<file path="config.mk">
export PLATFORM = sky130hd
export DESIGN_NAME = quadrature_step_decoder
export DESIGN_NICKNAME = d
export VERILOG_FILES = /design/src/rtl/quadrature_step_decoder.sv
export SDC_FILE = /design/constraint.sdc
export NUM_CORES = 1
export LEC_CHECK = 0
export ABC_AREA = 1
export CORE_MARGIN = 2
export CORE_UTILIZATION = 30
export CTS_CLUSTER_SIZE = 10
export DETAILED_ROUTE_END_ITERATION = 6
export GPL_ROUTABILITY_DRIVEN = 1
export PLACE_DENSITY = 0.51
export SLEW_MARGIN = 5
export SYNTH_ARGS = -nofsm -noshare
export SYNTH_HDL_FRONTEND = slang
export SYNTH_SLANG_ARGS = --single-unit
</file>
<file path="constraint.sdc">
create_clock -name clock -period 1.8 [get_ports clock]
set_input_delay 0.54 -clock clock [delete_from_list [all_inputs] [get_ports clock]]
set_output_delay 0.54 -clock clock [all_outputs]
set_load 0.01 [all_outputs]
</file>
<file path="src/rtl/quadrature_step_decoder.sv">
// Quadrature A/B decoder: synchronizes and filters the encoder pins, then emits one
// registered run/up_down step per accepted Gray transition plus illegal-jump error flags.
module quadrature_step_decoder #(
   parameter int unsigned SYNC_STAGES   = 2,
   parameter int unsigned FILTER_CYCLES = 3,
   parameter int unsigned FILTER_WIDTH  = 4
) (
   input  logic clock,
   input  logic clear,
   input  logic enc_a,
   input  logic enc_b,
   input  logic enable,
   input  logic error_ack,
   output logic up_down,
   output logic run,
   output logic step_error,
   output logic error_sticky
);

   localparam int unsigned SETTLE_CYCLES = SYNC_STAGES + FILTER_CYCLES;
   localparam int unsigned SETTLE_WIDTH  = $clog2(SETTLE_CYCLES + 1);

   logic [SYNC_STAGES-1:0]  sync_a;
   logic [SYNC_STAGES-1:0]  sync_b;
   logic [1:0]              sample;
   logic [1:0]              held;
   logic [1:0]              state;
   logic [FILTER_WIDTH-1:0] count;
   logic [FILTER_WIDTH-1:0] count_next;
   logic [SETTLE_WIDTH-1:0] settle;
   logic                    init;
   logic                    accept;
   logic                    settled;
   logic                    live;
   logic [1:0]              delta;
   logic                    step_up;
   logic                    step_down;
   logic                    step_bad;

   // Map Gray code 00,01,11,10 onto positions 0..3 so a step is a modulo-4 difference.
   function automatic logic [1:0] position(input logic [1:0] ab);
      return {ab[1], ab[1] ^ ab[0]};
   endfunction

   assign sample = {sync_a[SYNC_STAGES-1], sync_b[SYNC_STAGES-1]};

   always_comb begin
      count_next = '0;
      if (sample == state) begin
         count_next = '0;
      end else if (sample != held) begin
         count_next = FILTER_WIDTH'(1);
      end else begin
         count_next = count + FILTER_WIDTH'(1);
      end
   end

   // The init window also closes once the pins are seen resting at the reset state
   // long enough for the synchronizer to flush and the filter to confirm them.
   always_comb begin
      accept    = (sample != state) && (count_next >= FILTER_WIDTH'(FILTER_CYCLES));
      settled   = (sample == state) && ((settle + SETTLE_WIDTH'(1)) == SETTLE_WIDTH'(SETTLE_CYCLES));
      live      = accept && !init && enable;
      delta     = position(sample) - position(state);
      step_up   = live && (delta == 2'd1);
      step_down = live && (delta == 2'd3);
      step_bad  = live && (delta == 2'd2);
   end

   always_ff @(posedge clock) begin
      if (clear) begin
         sync_a       <= '0;
         sync_b       <= '0;
         held         <= '0;
         state        <= '0;
         count        <= '0;
         settle       <= '0;
         init         <= 1'b1;
         run          <= 1'b0;
         step_error   <= 1'b0;
         up_down      <= 1'b1;
         error_sticky <= 1'b0;
      end else begin
         sync_a     <= {sync_a[SYNC_STAGES-2:0], enc_a};
         sync_b     <= {sync_b[SYNC_STAGES-2:0], enc_b};
         held       <= sample;
         run        <= step_up || step_down;
         step_error <= step_bad;

         if (accept) begin
            state <= sample;
            count <= '0;
         end else begin
            count <= count_next;
         end

         if (init) begin
            settle <= (sample == state) ? settle + SETTLE_WIDTH'(1) : '0;
            if (accept || settled) begin
               init <= 1'b0;
            end
         end

         if (step_up) begin
            up_down <= 1'b1;
         end else if (step_down) begin
            up_down <= 1'b0;
         end

         // A new error on the acknowledge edge keeps the flag set.
         if (step_bad) begin
            error_sticky <= 1'b1;
         end else if (error_ack) begin
            error_sticky <= 1'b0;
         end
      end
   end

endmodule
</file>
=== Word-level counts from Yosys, hierarchy flattened ===
Cells that the tools add are included.

* Equality and inequality tests: 7
* $lt $le $gt $ge: 1
* Mux-type cells: 7
* $add $sub $neg: 3
* Reductions and logical operators: 13
* Bitwise logic cells: 2

{| class="wikitable"
|+ Operators with widths
! cell !! count
|-
| 4-bit 2-to-1 mux || 2
|-
| 1-bit logical AND || 7
|-
| 4-bit by 1-bit adder with 4-bit output, second input constant || 1
|-
| 2-bit == test, second input constant || 2
|-
| 4-bit by 2-bit >= comparator with 1-bit output, second input constant || 1
|-
| 1-bit 2-to-1 mux || 4
|-
| 2-bit inequality test || 2
|-
| 2-bit OR reduction || 2
|-
| 3-bit by 1-bit adder with 3-bit output, second input constant || 1
|-
| 3-bit == test, second input constant || 1
|-
| 3-bit 2-to-1 mux || 1
|-
| 2-bit by 1-bit == test with 1-bit output, second input constant || 1
|-
| 2-bit == test || 1
|-
| 1-bit logical OR || 2
|-
| 2-bit nonzero test || 1
|-
| 2-bit subtractor || 1
|-
| 1-bit bitwise XOR || 2
|-
| 1-bit logical NOT || 1
|}

* Input bits: 6
* Output and inout port bits: 4
* Register bits after elaboration: 20

=== Longest topological paths before layout ===
Gate-level depths: netlist (run 1).

* Depth in word-level cells: 9
* Gate-level depth with buffers: 12
* Gate-level depth less buffers: 11

=== Least setup slack after synthesis (run 1) ===
Ideal clock, no wire load.

* Path kind: register -> register
* From: register sync_b[1]
* To: register up_down
* Setup slack: 0.500 ns
* Setup time: 0.058 ns
* Arrival: 1.242 ns
* Required time: 1.742 ns
* Stages on the path, launching flop included: 10
* Cells stage by stage: dfxtp_1 -> buf_2 -> xnor2_1 -> ha_1 -> xor2_1 -> nor2_1 -> nand3_2 -> nand2_1 -> clkinv_1 -> nand2_1

* Cells in the longest elaborated chain, start to end: 9

{| class="wikitable"
|+ Ends and longest elaborated chain
! item !! line !! RTL
|-
| start: declaration || 24 || <nowiki>logic [SYNC_STAGES-1:0] sync_b;</nowiki>
|-
| start signal: assignment || 85 || <nowiki>sync_b <= {sync_b[SYNC_STAGES-2:0], enc_b};</nowiki>
|-
| 2-bit inequality test || 51 || <nowiki>end else if (sample != held) begin</nowiki>
|-
| 4-bit 2-to-1 mux || 51 ||
|-
| 4-bit 2-to-1 mux || 49 || <nowiki>if (sample == state) begin</nowiki>
|-
| 4-bit by 2-bit >= comparator with 1-bit output || 61 || <nowiki>accept = (sample != state) && (count_next >= FILTER_WIDTH'(FILTER_CYCLES));</nowiki>
|-
| 1-bit logical AND || 61 ||
|-
| 1-bit logical AND (2 in a row) || 63 || <nowiki>live = accept && !init && enable;</nowiki>
|-
| 1-bit logical AND || 65 || <nowiki>step_up = live && (delta == 2'd1);</nowiki>
|-
| 2-bit OR reduction (no source line) || - ||
|-
| end signal: assignment || 81 || <nowiki>up_down <= 1'b1;</nowiki>
|-
| end signal: assignment || 105 || <nowiki>up_down <= 1'b1;</nowiki>
|-
| end signal: assignment || 107 || <nowiki>up_down <= 1'b0;</nowiki>
|-
| end: declaration || 14 || <nowiki>output logic up_down,</nowiki>
|}

Parallel ways exist; a longest one is shown, timed or not.
A chain may end at the register's enable or synchronous reset.

=== Worst setup path in the final report (run 1) ===
* From: register up_down
* To: output port up_down

No word-level cell between the ends.

==> impl_metrics.yaml, run 1 <==
run_status:
  status: "completed"
critical_path:
  required_ps: 1260
  endpoint_kind: "output port"
  reg2reg_depth: 11
  cp_max_fo: 2
  cp_num_cells: 1
  startpoint_type: "flip-flop"
  cpMaxStageDelayCell: "clkdlybuf4s50_1"
  critPathKind: "flip-flop to output port"
  cpPeakStageDelay_ps: 530
  r2r-end: "up_down$_SDFFE_PP1P_"
  crit_buf_inv: 1
  timing.rr.start: "sync_a[1]$_SDFF_PP0_"
  path_cells: "clkdlybuf4s50_1"
  reg2reg_slack_ps: 310
  cp-endpoint: "up_down"
  crit_family: "buffers and inverters"
  startpoint: "up_down$_SDFFE_PP1P_"
  arrival_ps: 1170
power_and_ir_drop:
  p_leak_nw: 0.5297
  powerDensity_nw_per_um2: 805.7
  peakVddDrop_uv: 397.3
  fin_total_pwr_uw: 887.2
synth:
  syn-instance-count: 124
  synth_seq_cells: 20
  synth_area_per_cell_um2: 7.568
  netlist_area_um2: 938.4
  ys_seq_area_share_pct: 42.67
  synth_warnings: 0
  yosysTopAreaCellShare_pct: 42.67
  synth_area_leader_cell: "dfxtp_1"
  synthTopCellsByArea: "dfxtp_1 (43%), nand2_1 (13%), inv_1 (6.0%)"
  synth_cell_types: 25
clock_tree:
  cts.sinks: 20
  numCtsBuffers: 3
  cts_resized: 0
  path_clk_slew_ps: 110
  cts_tree: "done"
  clkLatencyLatePin_ps: 300
  clk_path_buf_depth: 2
  cts_hold_buf: 0
  htreeDepth: 1
  postCtsSetupRepairBufs: 0
  clock-root-buffer: "clkbuf_4"
timing:
  rsz0062_at_grt: "false"
  setup_viol: 0
  final_max_slew_viol_count: 0
  fin_crit_ps: 1712
  finalHoldViolCount: 0
  clock.fmax_ghz: 0.5840
  skew_ps: 6.892
  post-route-period-util_pct: 95.12
  setup_tns_ps: 0
place:
  gp_congestion: 0.8210
  port_buffers: 9
  dp_hpwl_um: 1212
cells_and_area:
  syn2layout_area_growth_pct: 17.33
  drive_above_1_share_pct: 10.95
  nNetsFinal: 148
  antenna_cells: 0
die:
  die-area_um2: 3592
  initial_core_util_pct: 31.25
  rows: 20
  core_area_um2: 3003
  pin_count: 10
  die_y_um: 59.93
  die_width_um: 59.93
global_route:
  globalRouteMet1Util_pct: 12.01
  groute.usage.overall_pct: 10.21
  antenna_found_initial: 0
  use_met3_pct: 4.113
  grt_first_pass_wirelength_um: 2670
  top_usage_layer: "met2"
  grt_max_degree: 12
  grt_pass1_vias: 637
  grt_use_met2_pct: 16.61
  overflow: 0
drt:
  antenna_left: 0
  drt-total-wl_um: 1553
  via_count: 751
  post_drt_via_cell_ratio: 4.418
  post_drt_wl_per_cell_um: 9.135
  drc: 0
  drtPass1Iterations: 4
  drt_iter0_markers: 12
min_path:
  min_path_type: "flip-flop to flip-flop"
run:
  max_cap_violations: 0
==> sequential cells by signal, indices dropped and copies added, names as in the netlist, 2 cells and up <==
signal / flops
state: 2
sync_b: 2
held: 2
settle: 3
sync_a: 2
count: 4
==> cells in the mapped netlist (all sizes together) <==
library cell / instances
ha: 4
conb: 1
xnor2: 2
xor2: 5
o21ai: 8
nand4: 2
inv: 17
a21oi: 3
buf: 2
nand3b: 2
nand3: 6
clkinv: 1
nand2: 36
nor2: 15
dfxtp: 20
==> cell families (layout without fill, tap and decap cells) <==
logic type | count (synthesis) | in the layout | synth area share, %
buffers and inverters | 20 | 32 | 8.932
adders and majority gates | 4 | 4 | 5.334
and+or+nand+nor | 61 | 61 | 29.87
DFF | 20 | 20 | 42.67
xor gates and xnor gates | 7 | 7 | 6.533
AOI/OAI and AO/OA | 11 | 11 | 6.266
other | 1 | 2 | 0.3996
==> power breakdown <==
group	total (mW)	internal (mW)	switching, mW
clock	0.259	0.123	0.136
combinational	0.132	0.0584	0.0739
sequential	0.495	0.470	0.0253
==> layer usage <==
layer / part of all wire (%) / vias up
met2: 46 / 10
met4: 1.2 / 0
met1: 47 / 338
met3: 5.1 / 2
met5: 0 / -
li1: - / 401
==> how the worst min path moves through the flow <==
| stage | slack, ps | endpoint | depth (start not counted) | start |
|---|---|---|---|---|
| 6_report | 410 | sync_a[1]$_SDFF_PP0_ | 2 | sync_a[0]$_SDFF_PP0_ |
| 3_5_place_dp | 400 | sync_a[1]$_SDFF_PP0_ | 2 | sync_a[0]$_SDFF_PP0_ |
| 3_3_place_gp | 390 | sync_b[1]$_SDFF_PP0_ | 2 | sync_b[0]$_SDFF_PP0_ |
| 5_1_grt | 450 | sync_a[1]$_SDFF_PP0_ | 2 | sync_a[0]$_SDFF_PP0_ |
| 4_1_cts | 410 | sync_a[1]$_SDFF_PP0_ | 2 | sync_a[0]$_SDFF_PP0_ |
| 2_1_floorplan | 390 | sync_a[1]$_SDFF_PP0_ | 2 | sync_a[0]$_SDFF_PP0_ |
==> area by class of cell <==
class,count,area (um^2)
fillers,330,1902
multi-input cells,85,457.9
flip-flops and latches,20,400.4
repair buffers,10,97.59
inverters,18,67.56
well taps,33,41.29
clock buffers,4,36.28
==> per-stage QoR <==
| stage | instance area, um^2 | hold slack [ps] | util [%] | instances | worst slack [ps] |
|---|---|---|---|---|---|
| 3_5_place_dp | 1065 | 397.5 | 35.46 | 166 | 190.6 |
| 5_1_grt | 1101 | 445.9 | 36.67 | 170 | 21.05 |
| 3_3_place_gp | 1065 | 391.1 | 35.46 | 166 | 244.4 |
| 4_1_cts | 1101 | 414.5 | 36.67 | 170 | 65.74 |
| 6_report | 1101 | 412.3 | 36.67 | 170 | 87.81 |
| 2_1_floorplan | 942.2 | 388.3 | - | 125 | 500.5 |
==> cells in the final DEF, fill, tap and decap left out <==
cell type / Yosys / final
nand2_1: 33 / 33
xnor2_1: 2 / 2
a21oi_1: 3 / 3
nor2_2: 1 / 1
nand2_4: 1 / 1
clkinv_1: 1 / 1
ha_1: 4 / 4
nand3_1: 5 / 5
inv_2: 2 / 2
o21ai_0: 6 / 6
nor2_1: 13 / 13
nand3b_2: 1 / 1
nand3b_1: 1 / 1
xor2_1: 5 / 5
dfxtp_1: 20 / 20
nand2_2: 2 / 2
inv_1: 15 / 15
clkbuf_4: 0 / 3
clkbuf_8: 0 / 1
clkdlybuf4s50_1: 0 / 9
nand4_1: 2 / 2
buf_4: 0 / 1
conb_1: 1 / 2
nor2_4: 1 / 1
nand3_2: 1 / 1
o21ai_2: 1 / 1
o21ai_1: 1 / 1
(Power assumes the default switching activity.)
==> run 2: changes to the inputs <==
--- a/config.mk
+++ b/config.mk
@@ -7,11 +7,11 @@
 export LEC_CHECK = 0
 export ABC_AREA = 1
 export CORE_MARGIN = 2
-export CORE_UTILIZATION = 30
+export CORE_UTILIZATION = 45
 export CTS_CLUSTER_SIZE = 10
 export DETAILED_ROUTE_END_ITERATION = 6
 export GPL_ROUTABILITY_DRIVEN = 1
-export PLACE_DENSITY = 0.51
+export PLACE_DENSITY = 0.69
 export SLEW_MARGIN = 5
 export SYNTH_ARGS = -nofsm -noshare
 export SYNTH_HDL_FRONTEND = slang
==> run 2 against run 1 <==
Sequential share of layout area grew 0.72 points; count of clock-buffer cells in the layout shrank 1; combinational power hardly changed; critical path depth stayed put; clock skew is 0.61 ps higher; largest cell class unchanged; via count down 0.80%; die area down 31%; maximum frequency shrank 0.43%; wire length down 4.2%.
==> impl_metrics.yaml, run 2 (synthesis gave the netlist of run 1 again) <==
run_status:
  status: "completed"
cells_and_area:
  antenna_cells: 0
  layout_commonest_cell: "nand2_1"
  fin_area_um2: 1080
  top_regs: "count x4, settle x3"
  largest_reg_flops: 4
  syn2layout_area_growth_pct: 15.07
  nNetsFinal: 148
  drive_above_1_share_pct: 10.29
  layout_common_cells: "nand2_1 (33), dfxtp_1 (20), inv_1 (15)"
  largest_register: "count"
clock_tree:
  cts_hold_buf: 0
  cts_tree: "done"
  htreeDepth: 1
  clk_path_buf_depth: 2
  postCtsSetupRepairBufs: 0
  numCtsBuffers: 3
  clkLatencyLatePin_ps: 300
  cts.sinks: 20
  path_clk_slew_ps: 100
  clock-root-buffer: "clkbuf_4"
  cts_resized: 0
die:
  initial_core_util_pct: 47.83
  die_y_um: 49.67
  pin_count: 10
  rows: 16
  core_area_um2: 1962
  die-area_um2: 2467
  die_width_um: 49.67
timing:
  setup_tns_ps: 0
  finalHoldViolCount: 0
  post-route-period-util_pct: 95.54
  fin_crit_ps: 1720
  clock.fmax_ghz: 0.5815
  setup_viol: 0
  final_max_slew_viol_count: 0
  rsz0062_at_grt: "false"
  skew_ps: 7.502
min_path:
  holdPathStages: 2
  min_path_type: "flip-flop to flip-flop"
critical_path:
  endpoint_kind: "output port"
  path_cells: "clkdlybuf4s50_1"
  cp_max_fo: 2
  startpoint_type: "flip-flop"
  arrival_ps: 1180
  crit_family: "buffers and inverters"
  cpPeakStageDelay_ps: 540
  crit_buf_inv: 1
  reg2reg_slack_ps: 360
  required_ps: 1260
  critPathKind: "flip-flop to output port"
  cpMaxStageDelayCell: "clkdlybuf4s50_1"
  cp_num_cells: 1
  reg2reg_depth: 11
drt:
  post_drt_wl_per_cell_um: 9.129
  drc: 0
  via_count: 745
  antenna_left: 0
  drt_iter0_markers: 7
  post_drt_via_cell_ratio: 4.571
  drtPass1Iterations: 4
  drt-total-wl_um: 1488
global_route:
  groute.usage.overall_pct: 15.21
  grt_first_pass_wirelength_um: 2842
  grt_pass1_vias: 735
  antenna_found_initial: 0
  overflow: 0
  grt_max_degree: 11
run:
  max_cap_violations: 0
place:
  postPlaceCellArea_um2: 1057
  gp_congestion: 0.8074
  dp_hpwl_um: 1140
  port_buffers: 9
power_and_ir_drop:
  fin_total_pwr_uw: 830.8
  peakVddDrop_uv: 525.1
  p_leak_nw: 0.5225
  powerDensity_nw_per_um2: 769.4
## run 2: cell count changes in the layout (fill, tap and decap cells not counted), sizes merged
cell,change
clkbuf,-1
## run 2: cell type report
cell class | count | area, um^2
clock buffers | 3 | 22.52
flip-flops and latches | 20 | 400.4
multi-input cells | 85 | 457.9
fillers | 203 | 882.1
repair buffers | 10 | 97.59
well taps | 27 | 33.78
inverters | 18 | 67.56
## run 2: routing by layer
metal / part of all wire [%] / up-vias / track usage [%]
met4: 1.9 / 0 / 10.65
met3: 2.4 / 4 / 1.818
met1: 46 / 328 / 17.65
met2: 50 / 8 / 25.78
li1: - / 405 / -
met5: 0 / - / 0
## run 2: worst paths after layout
kind,start,to
setup / recovery,error_sticky$_SDFFE_PP0P_,error_sticky
hold / removal,sync_b[0]$_SDFF_PP0_,sync_b[1]$_SDFF_PP0_
setup reg to reg,sync_a[1]$_SDFF_PP0_,up_down$_SDFFE_PP1P_
hold reg to reg,sync_b[0]$_SDFF_PP0_,sync_b[1]$_SDFF_PP0_
## run 2: metrics by stage
step	hold slack [ps]	util, %	instances	setup slack (ps)
2_1_floorplan	388.3	-	125	500.5
3_3_place_gp	391.0	53.89	160	261.7
3_5_place_dp	397.7	53.89	160	181.1
4_1_cts	412.5	55.04	163	65.78
5_1_grt	433.6	55.04	163	27.84
6_report	407.4	55.04	163	80.36
## run 2: report_power, final
group | total, mW | leakage [nW] | switching [mW] | internal (mW)
clock | 0.204 | 0.0138 | 0.126 | 0.0780
combinational | 0.132 | 0.345 | 0.0737 | 0.0584
sequential | 0.494 | 0.164 | 0.0243 | 0.470
## run 2: worst reg2reg max path: stages, from the launching register on
cell,delay [ps]
dfxtp_1,470
inv_2,100
nand2_2,70
nand2_2,70
nor2_4,170
nor2_2,70
o21ai_2,90
nand2_4,110
nand3_2,70
nand2_1,50
clkinv_1,50
nand2_1,40
==> run 3: changes to the inputs <==
--- a/config.mk
+++ b/config.mk
@@ -11,6 +11,7 @@
 export CTS_CLUSTER_SIZE = 10
 export DETAILED_ROUTE_END_ITERATION = 6
 export GPL_ROUTABILITY_DRIVEN = 1
+export GPL_TIMING_DRIVEN = 0
 export PLACE_DENSITY = 0.69
 export SLEW_MARGIN = 5
 export SYNTH_ARGS = -nofsm -noshare
==> run 3 against run 2 <==
Combinational power about the same; core utilization grew 0.64 points; critical endpoint unchanged; final cell count increased by 0.61%; register-to-register slack lost 20 ps.
==> impl_metrics.yaml, run 3 (synthesis gave the netlist of run 1 again) <==
run_status:
  status: "completed"
die:
  die_width_um: 49.67
  initial_core_util_pct: 47.83
  core_area_um2: 1962
  die-area_um2: 2467
  die_y_um: 49.67
  pin_count: 10
  rows: 16
critical_path:
  r2r-end: "up_down$_SDFFE_PP1P_"
  crit_family: "buffers and inverters"
  critPathKind: "flip-flop to output port"
  reg2reg_slack_ps: 340
  cpMaxStageDelayCell: "clkdlybuf4s50_1"
  cp_max_fo: 2
  cpPeakStageDelay_ps: 540
  endpoint_kind: "output port"
  startpoint_type: "flip-flop"
  path_cells: "clkdlybuf4s50_1"
  arrival_ps: 1170
  required_ps: 1260
  crit_buf_inv: 1
  reg2reg_depth: 11
  timing.rr.start: "sync_a[1]$_SDFF_PP0_"
drt:
  via_count: 761
  antenna_left: 0
  post_drt_via_cell_ratio: 4.640
  drc: 0
  post_drt_wl_per_cell_um: 9.299
  drtPass1Iterations: 5
  drt_iter0_markers: 17
  drt-total-wl_um: 1525
power_and_ir_drop:
  p_int_uw: 651.7
  powerDensity_nw_per_um2: 804.5
  fin_total_pwr_uw: 878.7
  seqPwrFrac_pct: 56.2
  p_sw_share_pct: 25.84
  pwr-share-clk_pct: 28.4
  comb_power_share_pct: 15.4
  p_leak_nw: 0.5322
  peakVddDrop_uv: 456.7
  power.switching_uw: 227.1
clock_tree:
  cts_hold_buf: 0
  clk_path_buf_depth: 2
  numCtsBuffers: 3
  cts.sinks: 20
  clkLatencyLatePin_ps: 290
  path_clk_slew_ps: 110
  htreeDepth: 1
  cts_tree: "done"
  cts_resized: 0
  postCtsSetupRepairBufs: 0
  clock-root-buffer: "clkbuf_4"
cells_and_area:
  layout_common_cells: "nand2_1 (33), dfxtp_1 (20), inv_1 (15)"
  antenna_cells: 0
  final_cells: 164
  nNetsFinal: 148
  n_fill_cell: 203
  top_regs: "count x4, settle x3"
  largest_reg_flops: 4
  drive_above_1_share_pct: 11.68
  fin_area_um2: 1092
  layout_commonest_cell: "nand2_1"
  syn2layout_area_growth_pct: 16.40
  largest_register: "count"
global_route:
  overflow: 0
  grt_max_degree: 12
  groute.usage.overall_pct: 14.65
  grt_first_pass_wirelength_um: 2766
  antenna_found_initial: 0
  grt_pass1_vias: 699
place:
  dp_cells: 160
  postPlaceCellArea_um2: 1056
  dp_hpwl_um: 1198
  gp_congestion: 0.7725
  port_buffers: 8
run:
  max_cap_violations: 0
timing:
  rsz0062_at_grt: "false"
  finalHoldViolCount: 0
  setup_viol: 0
  final_max_slew_viol_count: 0
  fin_crit_ps: 1712
  setup_tns_ps: 0
  post-route-period-util_pct: 95.11
  skew_ps: 6.482
  clock.fmax_ghz: 0.5841
  hold_ws_ps: 408.9
min_path:
  min-delay-start: "sync_b[0]$_SDFF_PP0_"
  min_path_type: "flip-flop to flip-flop"
  holdPathStages: 2
  min_to: "sync_b[1]$_SDFF_PP0_"
## run 3: layout make-up
cell class	count	area (um^2)	share of cell area, %
sequential	20	400.4	36.66
inverter	18	67.56	6.186
tap	27	33.78	3.093
clock buffer	4	36.28	3.322
timing repair buffer	8	80.08	7.331
buffer	2	16.27	1.489
multi-input combinational	85	457.9	41.92
## run 3: worst max path at each step
stage / from / to / slack [ps] / depth (start not counted)
global route: up_down$_SDFFE_PP1P_ / up_down / 20 / 1
detailed placement: enable / up_down$_SDFFE_PP1P_ / 210 / 6
global placement: enable / up_down$_SDFFE_PP1P_ / 230 / 6
CTS: error_sticky$_SDFFE_PP0P_ / error_sticky / 60 / 1
finish: error_sticky$_SDFFE_PP0P_ / error_sticky / 90 / 1
floorplan: sync_b[1]$_SDFF_PP0_ / up_down$_SDFFE_PP1P_ / 500 / 9
## run 3: per-stage QoR
stage	setup slack, ps	util [%]
final	88.02	55.68
after global routing	21.20	55.68
after CTS	56.69	55.68
after detailed placement	210.8	53.83
after global placement	231.6	53.83
after floorplan	500.5	-
## run 3: per-layer routing
metal / GRT usage (%) / part of all wire [%]
met1: 18.05 / 48
met2: 23.78 / 49
met3: 3.636 / 2.2
met4: 6.944 / 0.85
met5: 0 / 0
## run 3: worst register-to-register path, delay by kind of cell (launching register included)
family,cells,cell delay (ps)
and+or+nand+nor,8,670
DFF,1,470
AOI/OAI and AO/OA,1,90
buffers and inverters,2,150
## run 3: power groups by stage
stage          sequential, mW  combinational (mW)  clock (mW)
2_1_floorplan           0.498               0.105           0
3_3_place_gp            0.502               0.130           0
3_5_place_dp            0.504               0.137           0
4_1_cts                 0.494               0.138       0.265
5_1_grt                 0.499               0.157       0.285
6_report                0.494               0.135       0.249
